$ cat src/rtl/uart_cfg_pkg.sv
// Shared types, widths and the reset-time divisor helper for uart_baud_cfg_ctrl.
// Build option: UART_BAUD_CFG_ROUND_EN selects round-to-nearest divisors.
package uart_cfg_pkg;

    localparam int unsigned BAUD_W = 32;
    localparam int unsigned OS_W   = 5;
    localparam int unsigned PROD_W = 37;
    localparam int unsigned DIV_W  = 32;

    typedef enum logic [2:0] {
        ST_IDLE,
        ST_MULT,
        ST_DIV,
        ST_WAIT_EDGE,
        ST_APPLY
    } cfg_state_t;

    // Elaboration-time divisor, rounded the same way as the runtime divider.
    function automatic logic [DIV_W-1:0] calc_divisor(
        input logic [31:0]       clk_hz,
        input logic [BAUD_W-1:0] baud,
        input logic [OS_W-1:0]   os
    );
        logic [63:0] prod;
        logic [63:0] dvd;
        logic [63:0] quo;
        prod = 64'(baud) * 64'(os);
        if (prod == 64'd0) begin
            return '0;
        end
`ifdef UART_BAUD_CFG_ROUND_EN
        dvd = 64'(clk_hz) + (prod >> 1);
`else
        dvd = 64'(clk_hz);
`endif
        quo = dvd / prod;
        return quo[DIV_W-1:0];
    endfunction

endpackage

$ cat src/rtl/baud_seq_divider.sv
// Iterative restoring divider: 32 quotient bits, one per cycle after start.
// done is asserted during the final step together with the full quotient.
module baud_seq_divider
    import uart_cfg_pkg::*;
(
    input  logic              clk,
    input  logic              rst,
    input  logic              start,
    input  logic [PROD_W-1:0] dividend,
    input  logic [PROD_W-1:0] divisor,
    output logic              done,
    output logic [DIV_W-1:0]  quotient
);

    logic              running;
    logic [4:0]        step_cnt;
    logic [PROD_W-1:0] rem;
    logic [PROD_W-1:0] dsr;
    logic [DIV_W-1:0]  dvd_sh;
    logic [DIV_W-2:0]  quo;
    logic [PROD_W:0]   trial;
    logic              q_bit;
    logic [PROD_W-1:0] rem_next;

    // One restoring step: shift in the next dividend bit, subtract if it fits.
    always_comb begin
        trial    = {rem, dvd_sh[DIV_W-1]};
        q_bit    = (trial >= {1'b0, dsr});
        rem_next = q_bit ? PROD_W'(trial - {1'b0, dsr}) : trial[PROD_W-1:0];
    end

    assign done     = running && (step_cnt == 5'd31);
    assign quotient = {quo, q_bit};

    // Dividend bits above bit 31 preload the remainder; the quotient always
    // fits 32 bits, so those upper bits can never produce a quotient bit.
    always_ff @(posedge clk or negedge rst) begin
        if (!rst) begin
            running  <= 1'b0;
            step_cnt <= '0;
            rem      <= '0;
            dsr      <= '0;
            dvd_sh   <= '0;
            quo      <= '0;
        end else if (start) begin
            running  <= 1'b1;
            step_cnt <= '0;
            rem      <= PROD_W'(dividend[PROD_W-1:DIV_W]);
            dsr      <= divisor;
            dvd_sh   <= dividend[DIV_W-1:0];
            quo      <= '0;
        end else if (running) begin
            rem      <= rem_next;
            dvd_sh   <= {dvd_sh[DIV_W-2:0], 1'b0};
            quo      <= {quo[DIV_W-3:0], q_bit};
            step_cnt <= step_cnt + 5'd1;
            if (step_cnt == 5'd31) begin
                running <= 1'b0;
            end
        end
    end

endmodule

$ cat src/rtl/uart_baud_cfg_ctrl.sv
// UART oversampling-clock configuration sequencer: validates baud/os requests,
// computes CLK_FREQ_HZ/(baud*os) and applies all settings on a tick boundary.
// Build option: UART_BAUD_CFG_ROUND_EN rounds the divisor to nearest.
module uart_baud_cfg_ctrl
    import uart_cfg_pkg::*;
#(
    parameter logic [31:0]       CLK_FREQ_HZ   = 32'd50_000_000,
    parameter logic [BAUD_W-1:0] DEFAULT_BAUD  = 32'd9600,
    parameter logic [OS_W-1:0]   DEFAULT_OS    = 5'd16,
    parameter logic [31:0]       APPLY_TIMEOUT = 32'd1023
) (
    input  logic              clk,
    input  logic              rst,
    input  logic              cfg_valid,
    output logic              cfg_ready,
    input  logic [BAUD_W-1:0] cfg_baud,
    input  logic [OS_W-1:0]   cfg_os,
    input  logic              os_tick,
    output logic [BAUD_W-1:0] baud_rate_o,
    output logic [OS_W-1:0]   os_factor_o,
    output logic [DIV_W-1:0]  divisor_o,
    output logic              gen_hold,
    output logic              busy,
    output logic              cfg_done,
    output logic              cfg_err
);

    localparam logic [DIV_W-1:0] DEFAULT_DIVISOR =
        calc_divisor(CLK_FREQ_HZ, DEFAULT_BAUD, DEFAULT_OS);

    cfg_state_t        state, state_nxt;
    logic [BAUD_W-1:0] baud_sh;
    logic [OS_W-1:0]   os_sh;
    logic [DIV_W-1:0]  div_sh;
    logic [PROD_W-1:0] product;
    logic [PROD_W-1:0] dividend;
    logic [31:0]       wait_cnt;
    logic              tick_prev;
    logic              tick_rise;
    logic              accept;
    logic              req_bad;
    logic              div_done;
    logic [DIV_W-1:0]  div_quot;

    assign cfg_ready = (state == ST_IDLE) && rst;
    assign accept    = cfg_valid && cfg_ready;
    assign req_bad   = (cfg_baud == '0) || (cfg_os == '0);
    assign tick_rise = os_tick && !tick_prev;
    assign product   = PROD_W'(baud_sh) * PROD_W'(os_sh);
`ifdef UART_BAUD_CFG_ROUND_EN
    assign dividend  = PROD_W'(CLK_FREQ_HZ) + (product >> 1);
`else
    assign dividend  = PROD_W'(CLK_FREQ_HZ);
`endif

    baud_seq_divider u_div (
        .clk      (clk),
        .rst      (rst),
        .start    (state == ST_MULT),
        .dividend (dividend),
        .divisor  (product),
        .done     (div_done),
        .quotient (div_quot)
    );

    // State register.
    always_ff @(posedge clk or negedge rst) begin
        if (!rst) begin
            state <= ST_IDLE;
        end else begin
            state <= state_nxt;
        end
    end

    // Next-state and per-state outputs.
    always_comb begin
        state_nxt = state;
        busy      = (state != ST_IDLE);
        gen_hold  = 1'b0;
        cfg_done  = 1'b0;
        unique case (state)
            ST_IDLE:      if (accept && !req_bad) state_nxt = ST_MULT;
            ST_MULT:      state_nxt = ST_DIV;
            ST_DIV:       if (div_done) state_nxt = (div_quot == '0) ? ST_IDLE : ST_WAIT_EDGE;
            ST_WAIT_EDGE: if (tick_rise || (wait_cnt == APPLY_TIMEOUT)) state_nxt = ST_APPLY;
            ST_APPLY: begin
                gen_hold  = 1'b1;
                cfg_done  = 1'b1;
                state_nxt = ST_IDLE;
            end
            default:      state_nxt = ST_IDLE;
        endcase
    end

    // Shadow registers, wait counter, tick edge register, error pulse and
    // applied outputs; outputs load on entry to APPLY so they change with cfg_done.
    always_ff @(posedge clk or negedge rst) begin
        if (!rst) begin
            baud_rate_o <= DEFAULT_BAUD;
            os_factor_o <= DEFAULT_OS;
            divisor_o   <= DEFAULT_DIVISOR;
            baud_sh     <= '0;
            os_sh       <= '0;
            div_sh      <= '0;
            wait_cnt    <= '0;
            tick_prev   <= 1'b0;
            cfg_err     <= 1'b0;
        end else begin
            tick_prev <= os_tick;
            cfg_err   <= (accept && req_bad) ||
                         ((state == ST_DIV) && div_done && (div_quot == '0));
            if (accept && !req_bad) begin
                baud_sh <= cfg_baud;
                os_sh   <= cfg_os;
            end
            if ((state == ST_DIV) && div_done) begin
                div_sh   <= div_quot;
                wait_cnt <= '0;
            end else if (state == ST_WAIT_EDGE) begin
                wait_cnt <= wait_cnt + 32'd1;
            end
            if ((state == ST_WAIT_EDGE) && (state_nxt == ST_APPLY)) begin
                baud_rate_o <= baud_sh;
                os_factor_o <= os_sh;
                divisor_o   <= div_sh;
            end
        end
    end

endmodule

$ cat config.mk
export PLATFORM = sky130hd
export DESIGN_NAME = uart_baud_cfg_ctrl
export DESIGN_NICKNAME = d
export VERILOG_FILES = /design/src/rtl/uart_cfg_pkg.sv /design/src/rtl/baud_seq_divider.sv /design/src/rtl/uart_baud_cfg_ctrl.sv
export SDC_FILE = /design/constraint.sdc
export NUM_CORES = 1
export LEC_CHECK = 0
export ABC_CLOCK_PERIOD_IN_PS = 13100
export CAP_MARGIN = 10
export CORE_UTILIZATION = 55
export DETAILED_ROUTE_END_ITERATION = 6
export HOLD_SLACK_MARGIN = 0.08
export PLACE_DENSITY = 0.72
export SLEW_MARGIN = 10
export SYNTH_ARGS = -nofsm -noshare
export SYNTH_HDL_FRONTEND = slang
export SYNTH_HIERARCHICAL = 1
export SYNTH_SLANG_ARGS = --single-unit
$ cat constraint.sdc
create_clock -name clk -period 13.1 [get_ports clk]
set_input_delay 2.62 -clock clk [delete_from_list [all_inputs] [get_ports clk]]
set_output_delay 2.62 -clock clk [all_outputs]
set_load 0.005 [all_outputs]
==> results of run 1 <==
==> area by class of cell <==
class / count / area, sq um
sequential: 318 / 7970
clock inverter: 16 / 249
multi-input combinational: 1720 / 12000
inverter: 173 / 649
tap: 511 / 639
timing repair buffer: 126 / 1240
fill: 3127 / 13800
clock buffer: 52 / 1060
==> logic make-up (layout without fill, tap and decap cells) <==
family | count (synthesis) | count (layout)
AOI/OAI and AO/OA | 411 | 411
xor gates and xnor gates | 78 | 78
adders and majority gates | 176 | 176
buffers and inverters | 291 | 367
DFF | 318 | 318
muxes | 136 | 136
other | 2 | 37
and+or+nand+nor | 882 | 882
==> metal layers <==
layer | vias to the layer above | wire [um]
li1 | 7866 | -
met2 | 389 | 21400
met4 | 0 | 969
met1 | 8029 | 22600
met5 | - | 0
met3 | 69 | 2330
==> worst reg2reg max path: stages, from the launching register on <==
cell,delay [ns]
dfrtp_1,1.04
and2_1,0.28
fa_1,0.46
fa_1,0.54
inv_1,0.06
fa_1,0.53
inv_1,0.04
ha_1,0.36
a21oi_1,0.44
o21ai_0,0.23
o31ai_2,0.32
nand3_2,0.19
or4_1,0.51
and3_1,0.17
nand2_1,0.06
o21ai_0,0.09
==> cells in the mapped netlist (all sizes together) (28+ instances only) <==
| cell type | number |
|---|---|
| nand3 | 40 |
| mux2i | 66 |
| o21ai | 126 |
| nand2 | 418 |
| xnor2 | 45 |
| a21o | 43 |
| xor2 | 33 |
| nor2 | 134 |
| and2 | 133 |
| inv | 173 |
| nand4 | 28 |
| fa | 91 |
| buf | 33 |
| mux2 | 70 |
| clkbuf | 85 |
| a21oi | 93 |
| ha | 85 |
| dfrtp | 309 |
==> sequential cells by signal, summed over array words and instances, names as in the netlist <==
signal	flops
u_div/dsr	37
u_div/rem	37
baud_rate_o	32
baud_sh	32
div_sh	32
divisor_o	32
u_div/dvd_sh	32
wait_cnt	32
u_div/quo	31
os_factor_o	5
os_sh	5
u_div/step_cnt	5
state	3
cfg_err	1
tick_prev	1
u_div/running	1
==> worst paths after layout <==
path | end | slack, ns | start | cells after the start
worst max register to register | u_div/dsr[31] | 7.62 | os_sh[3] | 15
max in group asynchronous | wait_cnt[8] | 9.16 | rst | 3
worst min-delay path | baud_rate_o[8] | 0.46 | baud_rate_o[8] | 2
worst min register to register | baud_rate_o[8] | 0.46 | baud_rate_o[8] | 2
min in group asynchronous | u_div/rem[10] | 1.99 | rst | 1
worst max-delay path | cfg_ready | 6.50 | rst | 4
==> through the flow <==
stage / hold WS (ns) / instances / setup slack, ns
5_1_grt: 0.470 / 2916 / 6.36
2_1_floorplan: 0.435 / 2329 / 7.67
3_5_place_dp: 0.449 / 2848 / 6.46
3_3_place_gp: 0.448 / 2848 / 6.47
4_1_cts: 0.458 / 2916 / 6.44
6_report: 0.459 / 2916 / 6.50
==> results.txt, run 1 <==
Ys async rst share: 1.00
Root Buffer: clkbuf_16
Critical path peak fanout: 62
1st-pass router iterations: 5
Crit start category: primary input
Vias in the first global route: 16.3k
Post-synth EDFFs: 0
I/O pin cnt: 115
#FFs+latches synth: 318
Core Footprint: 37600 sq um
HP Class: reg -> reg
CP endpoint kind: output port
GP Congestion: 0.894
# H-tree levels: 2
Post-DP HPWL: 33.1 mm
Outcome: finished, final reports clean
Postcts setup bufs: 0
CP bufs+invs: 3
Starting DRT DRC Count: 834
M2 GR Usage: 0.401
Slowest-stage cell, CP: clkdlybuf4s50_1
Synth warn: 6
Most common cell after layout, fill and taps aside: nand2_1
Achievable Freq: 152 MHz
Clock latency on the worst-skew pair: 0.56 ns
Area share of fa/ha/maj cells after synthesis: 0.138
RSZ-0062 raised after global routing: false
FP Rows: 71
Final Hold Fails: 0
CP peak stage delay: 0.56 ns
Crit path cell chain: buf_8 -> inv_1 -> nor2_1 -> clkdlybuf4s50_1
Antenna cells: 0
Max-Slew Margin vs Limit: 0.275
GR Layer Usage met1: 0.361
Leading cell types in the layout, fill and taps excluded: 416 x nand2_1, 308 x dfrtp_1, 170 x inv_1
Antenna Nets Post-Route: 0
# nets final: 2593
DRC Markers: 0
Netlist Area Pre-Place: 20900 sq um
Worst Skew: 0.0133 ns
Crit share post-route: 0.504
Final core occ: 0.633
Library cells used by synthesis: 81
Vias per cell: 5.61
CTS tree: yes
P&R area growth vs syn: 13.6%
Multiplexer share of the synthesized area: 0.0692
Port Buffers: 114
Overflow after GRT: 0
Total Wirelength: 47.3 mm
Post-Synth Simple-Gate Area: 0.198
Share of layout cells above drive strength 1: 0.0586
Final setup fails: 0
CTS Buffer Depth: 3
Width of the die: 197 um
Clk sink count: 318
Setup TNS: 0 ns
Synth top area cells: dfrtp_1 37%, fa_1 8.7%, nand2_1 7.5%, ha_1 5.1%, and2_1 4.0%
Worst-path clk slew: 0.06 ns
Total CTS buffers: 37
Hold_buf cts: 0
Most common flop cell mapped by yosys: dfrtp_1
Sequential element share of the synthesized area: 0.381
Initial antenna violation count: 0
Slew Limit Fails: 0
Design area: 23800 sq um
Die area: 38800 sq um
Post-synthesis compound-gate area fraction: 0.126
Tightest Pin Transition: 1.09 ns
Overall Global Routing Usage: 0.254
Met3 usage: 0.0410
Critical path class: in -> out
Clock period minus worst slack: 6.60 ns
Worst EP required: 10.48 ns
DP Area: 22500 sq um
XOR/XNOR Fraction of Synth Area: 0.0326
Largest family of logic cells by synthesized area: simple AND/OR/NAND/NOR gates
Via count: 16.4k
GRT busiest layer: met2
Post-cts gate resize count: 0
Syn Area/Cell: 9.12 sq um
Delay-heaviest family, CP: buffers and inverters
Initial Util: 0.557
Largest net degree at the start of global routing: 113
First-pass GRT wire length: 80.8 mm
Die H: 197 um
Syn Inst Count: 2294
Largest area contributor in the netlist: dfrtp_1
MaxCap Viol Count: 0
Yosys top cell area share: 0.370
Crit path arrival time: 3.98 ns
Routed WL per cell: 16.2 um
Power of run 1 is left out: the tool's default activity adds up to more than one toggle a clock period on the data nets, which glitch-free logic cannot reach.
==> run 2, diff against run 1 <==
--- a/config.mk
+++ b/config.mk
@@ -5,12 +5,12 @@
 export SDC_FILE = /design/constraint.sdc
 export NUM_CORES = 1
 export LEC_CHECK = 0
-export ABC_CLOCK_PERIOD_IN_PS = 13100
+export ABC_CLOCK_PERIOD_IN_PS = 5800
 export CAP_MARGIN = 10
 export CORE_UTILIZATION = 55
 export DETAILED_ROUTE_END_ITERATION = 6
 export HOLD_SLACK_MARGIN = 0.08
-export PLACE_DENSITY = 0.72
+export PLACE_DENSITY = 0.75
 export SLEW_MARGIN = 10
 export SYNTH_ARGS = -nofsm -noshare
 export SYNTH_HDL_FRONTEND = slang
==> constraint.sdc (replaced) <==
create_clock -name clk -period 5.8 [get_ports clk]
set_input_delay 1.16 -clock clk [delete_from_list [all_inputs] [get_ports clk]]
set_output_delay 1.16 -clock clk [all_outputs]
set_load 0.005 [all_outputs]
==> run 2 against run 1 <==
The flow now finishes with violations (design-rule violations). Hold slack gained 0.0031 ns. Sequential cell count is the same. Global-route usage rose by 0.32 points. Cell area decreased by 0.11%. First-iteration DRC count is 31% higher. Register-to-register slack worse by 7.2 ns. Critical path depth is 12 higher. Clock skew is 0.0089 ns higher. Clock-buffer cell count fell by 1. Non-clock buffer count up 2. Via count decreased by 0.40%. Critical path type is now reg -> reg.
==> results.txt, run 2 (synthesized netlist as in run 1, its figures left out) <==
Multi-input gate area in the final layout: 12000 sq um (unchanged)
Largest net degree at the start of global routing: 213 (+88%)
Largest registers: u_div/dsr x37, u_div/rem x37
Core Footprint: 37600 sq um (unchanged)
Worst EP required: 6.19 ns (-4.29 ns)
Via count: 16.3k (-0.40%)
Initial Util: 0.557 (unchanged)
Routed WL per cell: 16.4 um (+1.3%)
CTS Buffer Depth: 3 (unchanged)
Width of the die: 197 um (unchanged)
HP Class: reg -> reg
Critical path peak fanout: 34 (-45%)
Achievable Freq: 187 MHz
Die area: 38800 sq um (unchanged)
DRC Markers: 2 (+2)
Hold_buf cts: 0 (unchanged)
Final Hold Fails: 0 (unchanged)
Crit start category: flip-flop
Slew Limit Fails: 0 (unchanged)
Crit path arrival time: 5.74 ns (+1.76 ns)
CTS tree: yes
Total Wirelength: 47.9 mm (+1.2%)
Postcts setup bufs: 0 (unchanged)
Post-DP HPWL: 33.3 mm (+0.46%)
Max-Slew Margin vs Limit: 0.269 (-0.00594)
# nets final: 2594 (+0.039%)
Worst Skew: 0.0221 ns (+0.00886 ns)
Fillcell total: 3068 (-1.9%)
Final setup fails: 0 (unchanged)
Setup TNS: 0 ns (unchanged)
Overflow after GRT: 0 (unchanged)
RSZ-0062 raised after global routing: false
# H-tree levels: 2 (unchanged)
Clk sink count: 318 (unchanged)
MaxCap Viol Count: 0 (unchanged)
Storage element area: 7970 sq um (unchanged)
Outcome: complete, but fails checks
Crit share post-route: 0.922
Failing checks: design-rule violations
Overall Global Routing Usage: 0.257 (+0.00323)
Share of layout cells above drive strength 1: 0.0583 (-0.000367)
Total CTS buffers: 36 (-2.7%)
Antenna Nets Post-Route: 0 (unchanged)
Clock latency on the worst-skew pair: 0.53 ns (-0.03 ns)
Initial antenna violation count: 0 (unchanged)
Most common cell after layout, fill and taps aside: nand2_1
CP endpoint kind: flip-flop
Vias in the first global route: 16.4k (+0.54%)
Vias per cell: 5.59 (-0.34%)
Port Buffers: 114 (unchanged)
P&R area growth vs syn: 13.5%
GP Congestion: 0.913 (+2.1%)
Post-cts gate resize count: 0 (unchanged)
Tightest Pin Transition: 1.10 ns (+0.00891 ns)
Worst-path clk slew: 0.08 ns (+0.02 ns)
I/O pin cnt: 115 (unchanged)
FP Rows: 71 (unchanged)
1st-pass router iterations: 7 (+2)
Critical path class: reg -> reg
Die H: 197 um (unchanged)
First-pass GRT wire length: 82.0 mm (+1.5%)
Antenna cells: 0 (unchanged)
Starting DRT DRC Count: 1093 (+31%)
Root Buffer: clkbuf_16
Leading cell types in the layout, fill and taps excluded: 416 x nand2_1, 308 x dfrtp_1, 170 x inv_1
Clock period minus worst slack: 5.35 ns
==> run 2: cell type report <==
class                   instances  area share
inverters                     173      0.0274
multi-input cells            1720       0.504
flip-flops and latches        318       0.336
well taps                     511      0.0269
clock inverters                13     0.00885
clock buffers                  51      0.0437
repair buffers                128      0.0538
==> run 2: metrics by stage <==
| step | worst slack (ns) | utilization | hold WS (ns) | cells | area (sq um) |
|---|---|---|---|---|---|
| 4_1_cts | 0.473 | 0.632 | 0.463 | 2914 | 23700 |
| 2_1_floorplan | 1.25 | - | 0.435 | 2329 | 21100 |
| 3_5_place_dp | 0.486 | 0.599 | 0.452 | 2850 | 22500 |
| 6_report | 0.450 | 0.632 | 0.462 | 2914 | 23700 |
| 5_1_grt | 0.175 | 0.632 | 0.481 | 2914 | 23700 |
| 3_3_place_gp | 0.628 | 0.599 | 0.446 | 2850 | 22500 |
==> run 2: per-layer routing <==
metal | part of all wire | GRT usage
met5 | 0 | 0
met4 | 0.021 | 0.0675
met3 | 0.049 | 0.0335
met2 | 0.47 | 0.417
met1 | 0.46 | 0.364
==> run 2: critical path: stages, from the launching register on <==
cell     delay, ns
dfrtp_1       0.99
and2_1        0.26
fa_1          0.46
fa_1          0.56
inv_1         0.06
fa_1          0.53
inv_1         0.04
ha_1          0.36
a21o_1        0.23
a31oi_2       0.19
a31oi_1       0.17
o31ai_2       0.36
nand3_2       0.18
or4_1         0.51
and3_1        0.17
nand2_1       0.05
o21ai_0       0.08
==> run 2: path summary, 6_finish.rpt <==
| path | startpoint | end | slack, ns | depth (start not counted) |
|---|---|---|---|---|
| worst max-delay path | os_sh[3] | u_div/dsr[31] | 0.45 | 16 |
| worst min-delay path | divisor_o[6] | divisor_o[6] | 0.46 | 2 |
| worst max register to register | os_sh[3] | u_div/dsr[31] | 0.45 | 16 |
| worst min register to register | divisor_o[6] | divisor_o[6] | 0.46 | 2 |
| max in group asynchronous | rst | u_div/rem[4] | 3.55 | 3 |
| min in group asynchronous | rst | wait_cnt[25] | 0.52 | 1 |
Power of run 2 is left out for the same reason.
==> run 3, diff against run 2 <==
--- a/config.mk
+++ b/config.mk
@@ -8,9 +8,10 @@
 export ABC_CLOCK_PERIOD_IN_PS = 5800
 export CAP_MARGIN = 10
 export CORE_UTILIZATION = 55
+export CTS_CLUSTER_DIAMETER = 150
 export DETAILED_ROUTE_END_ITERATION = 6
 export HOLD_SLACK_MARGIN = 0.08
-export PLACE_DENSITY = 0.75
+export PLACE_DENSITY = 0.84
 export SLEW_MARGIN = 10
 export SYNTH_ARGS = -nofsm -noshare
 export SYNTH_HDL_FRONTEND = slang
==> run 3 against run 2 <==
The flow now finishes without violations. Via count rose by 2.1%. Sequential share of layout area rose by 0.20 points. Register-to-register slack improved by 0.09 ns. Clock-buffer cell count fell by 2. Highest routed layer unchanged. First-iteration DRC count rose by 4.6%. Setup slack improved by 0.086 ns. Clock skew rose by 0.0018 ns. Final cell count barely moved. Die area did not move.
==> results.txt, run 3 (synthesized netlist as in run 1, its figures left out) <==
Achievable Freq: 190 MHz (+1.6%)
Port Buffers: 114 (unchanged)
Antenna Nets Post-Route: 0 (unchanged)
Starting DRT DRC Count: 1143 (+4.6%)
Final Hold Fails: 0 (unchanged)
Antenna cells: 0 (unchanged)
Crit start category: flip-flop
Hold_buf cts: 0 (unchanged)
Critical path class: reg -> reg
Crit share post-route: 0.907 (-0.0149)
Setup TNS: 0 ns (unchanged)
Share of layout cells above drive strength 1: 0.0562 (-0.00203)
Max-Slew Margin vs Limit: 0.273 (+0.00384)
Delay-heaviest family, CP: adder cells
MaxCap Viol Count: 0 (unchanged)
DRC Markers: 0 (-2)
GP Congestion: 0.957 (+4.8%)
Crit path arrival time: 5.67 ns (-0.07 ns)
Outcome: finished, final reports clean
Tightest Pin Transition: 1.09 ns (-0.00576 ns)
Hold path endpoint: divisor_o[8]
Reg2reg end: u_div/dsr[31]
Leading cell types in the layout, fill and taps excluded: 416 x nand2_1, 308 x dfrtp_1, 170 x inv_1
Core Footprint: 37600 sq um (unchanged)
Initial antenna violation count: 0 (unchanged)
Setup WS post-layout: 0.537 ns (+0.0864 ns)
P&R area growth vs syn: 12.8%
Postcts setup bufs: 0 (unchanged)
CTS Buffer Depth: 3 (unchanged)
Routed WL per cell: 16.6 um (+1.1%)
CP bufs+invs: 2 (unchanged)
DP Area: 22500 sq um (about the same)
Vias per cell: 5.71 (+2.2%)
1st-pass router iterations: 5 (-2)
Worst EP required: 6.21 ns (+0.02 ns)
Design area: 23600 sq um (-0.59%)
RSZ-0062 raised after global routing: false
Worst-path clk slew: 0.06 ns (-0.02 ns)
Most common cell after layout, fill and taps aside: nand2_1
Critical path peak fanout: 34 (unchanged)
Final setup fails: 0 (unchanged)
Worst Skew: 0.0239 ns (+0.00179 ns)
Worst hold stages: 2 (unchanged)
Largest registers: u_div/dsr x37, u_div/rem x37
CP peak stage delay: 0.93 ns (-0.06 ns)
Clk sink count: 318 (unchanged)
# H-tree levels: 2 (unchanged)
Crit path cell chain: and2_1 -> fa_1 -> fa_1 -> inv_1 -> fa_1 -> inv_1 -> ha_1 -> a21o_1 -> a31oi_2 -> a31oi_1 -> o31ai_2 -> nand3_2 -> or4_1 -> and3_1 -> nand2_1 -> o21ai_0
Die H: 197 um (unchanged)
Clock period minus worst slack: 5.26 ns (-0.0864 ns)
Slew Limit Fails: 0 (unchanged)
Clock latency on the worst-skew pair: 0.55 ns (+0.02 ns)
CTS tree: yes
CP endpoint kind: flip-flop
Hold_sp: divisor_o[8]
Post-cts gate resize count: 0 (unchanged)
Width of the die: 197 um (unchanged)
Critical Path Most Common Cell: fa_1
FP Rows: 71 (unchanged)
Initial Util: 0.557 (unchanged)
Total CTS buffers: 34 (-5.6%)
First-pass GRT wire length: 82.0 mm (about the same)
R2r setup slk: 0.54 ns (+0.09 ns)
Post-DP HPWL: 33.7 mm (+1.4%)
Total Wirelength: 48.3 mm (+1.0%)
Dpl ws: 0.578 ns (+0.0921 ns)
Worst Reg-to-Reg Cells: 16 (unchanged)
HP Class: reg -> reg
Largest net degree at the start of global routing: 169 (-21%)
Worst R2R Start: os_sh[4]
Via count: 16.6k (+2.1%)
Overall Global Routing Usage: 0.255 (-0.00148)
I/O pin cnt: 115 (unchanged)
Die area: 38800 sq um (unchanged)
Overflow after GRT: 0 (unchanged)
Root Buffer: clkbuf_16
Slowest-stage cell, CP: dfrtp_1
# nets final: 2593 (-0.039%)
Vias in the first global route: 16.7k (+1.8%)
[run 3: changes by cell type in the layout (fill, tap and decap cells not counted), moves of 2 or more]
cell / previous run / this run
clkinvlp_4: 2 / 0
clkbuf_16: 36 / 34
clkbuf_1: 7 / 10
clkbuf_8: 8 / 5
bufinv_16: 5 / 1
clkinv_4: 0 / 2
[run 3: how the worst max path moves through the flow]
stage,start,to,slack [ns],depth (start not counted)
floorplan,os_sh[4],u_div/dsr[31],1.25,17
global placement,os_sh[4],u_div/dsr[31],0.71,16
detailed placement,os_sh[4],u_div/dsr[31],0.58,16
CTS,os_sh[4],u_div/dsr[31],0.58,16
global route,os_sh[4],u_div/dsr[31],0.22,15
finish,os_sh[4],u_div/dsr[31],0.54,16
[run 3: layout make-up]
cell class	instances	area (sq um)
flip-flops and latches	318	7970
fillers	2931	14000
clock buffers	49	957
clock inverters	12	144
repair buffers	129	1280
multi-input cells	1720	12000
inverters	173	649
well taps	511	639
[run 3: per-stage QoR]
| step | hold WS, ns | instances | util |
|---|---|---|---|
| after floorplan | 0.435 | 2329 | - |
| after global placement | 0.448 | 2851 | 0.599 |
| after detailed placement | 0.452 | 2851 | 0.599 |
| after CTS | 0.461 | 2912 | 0.628 |
| after global routing | 0.477 | 2912 | 0.628 |
| final | 0.456 | 2912 | 0.628 |
[run 3: layer usage]
metal	vias to the layer above	global-route usage	part of all wire
met5	-	0	0
met1	8130	0.347	0.45
met3	97	0.0357	0.053
met4	0	0.0858	0.025
li1	7886	-	-
met2	514	0.422	0.47
[run 3: worst min-delay path: cells and delay by family, from the launching register on]
family,cells,cell delay (ns)
DFF,1,0.36
and+or+nand+nor,2,0.09
Power of run 3 is left out for the same reason.
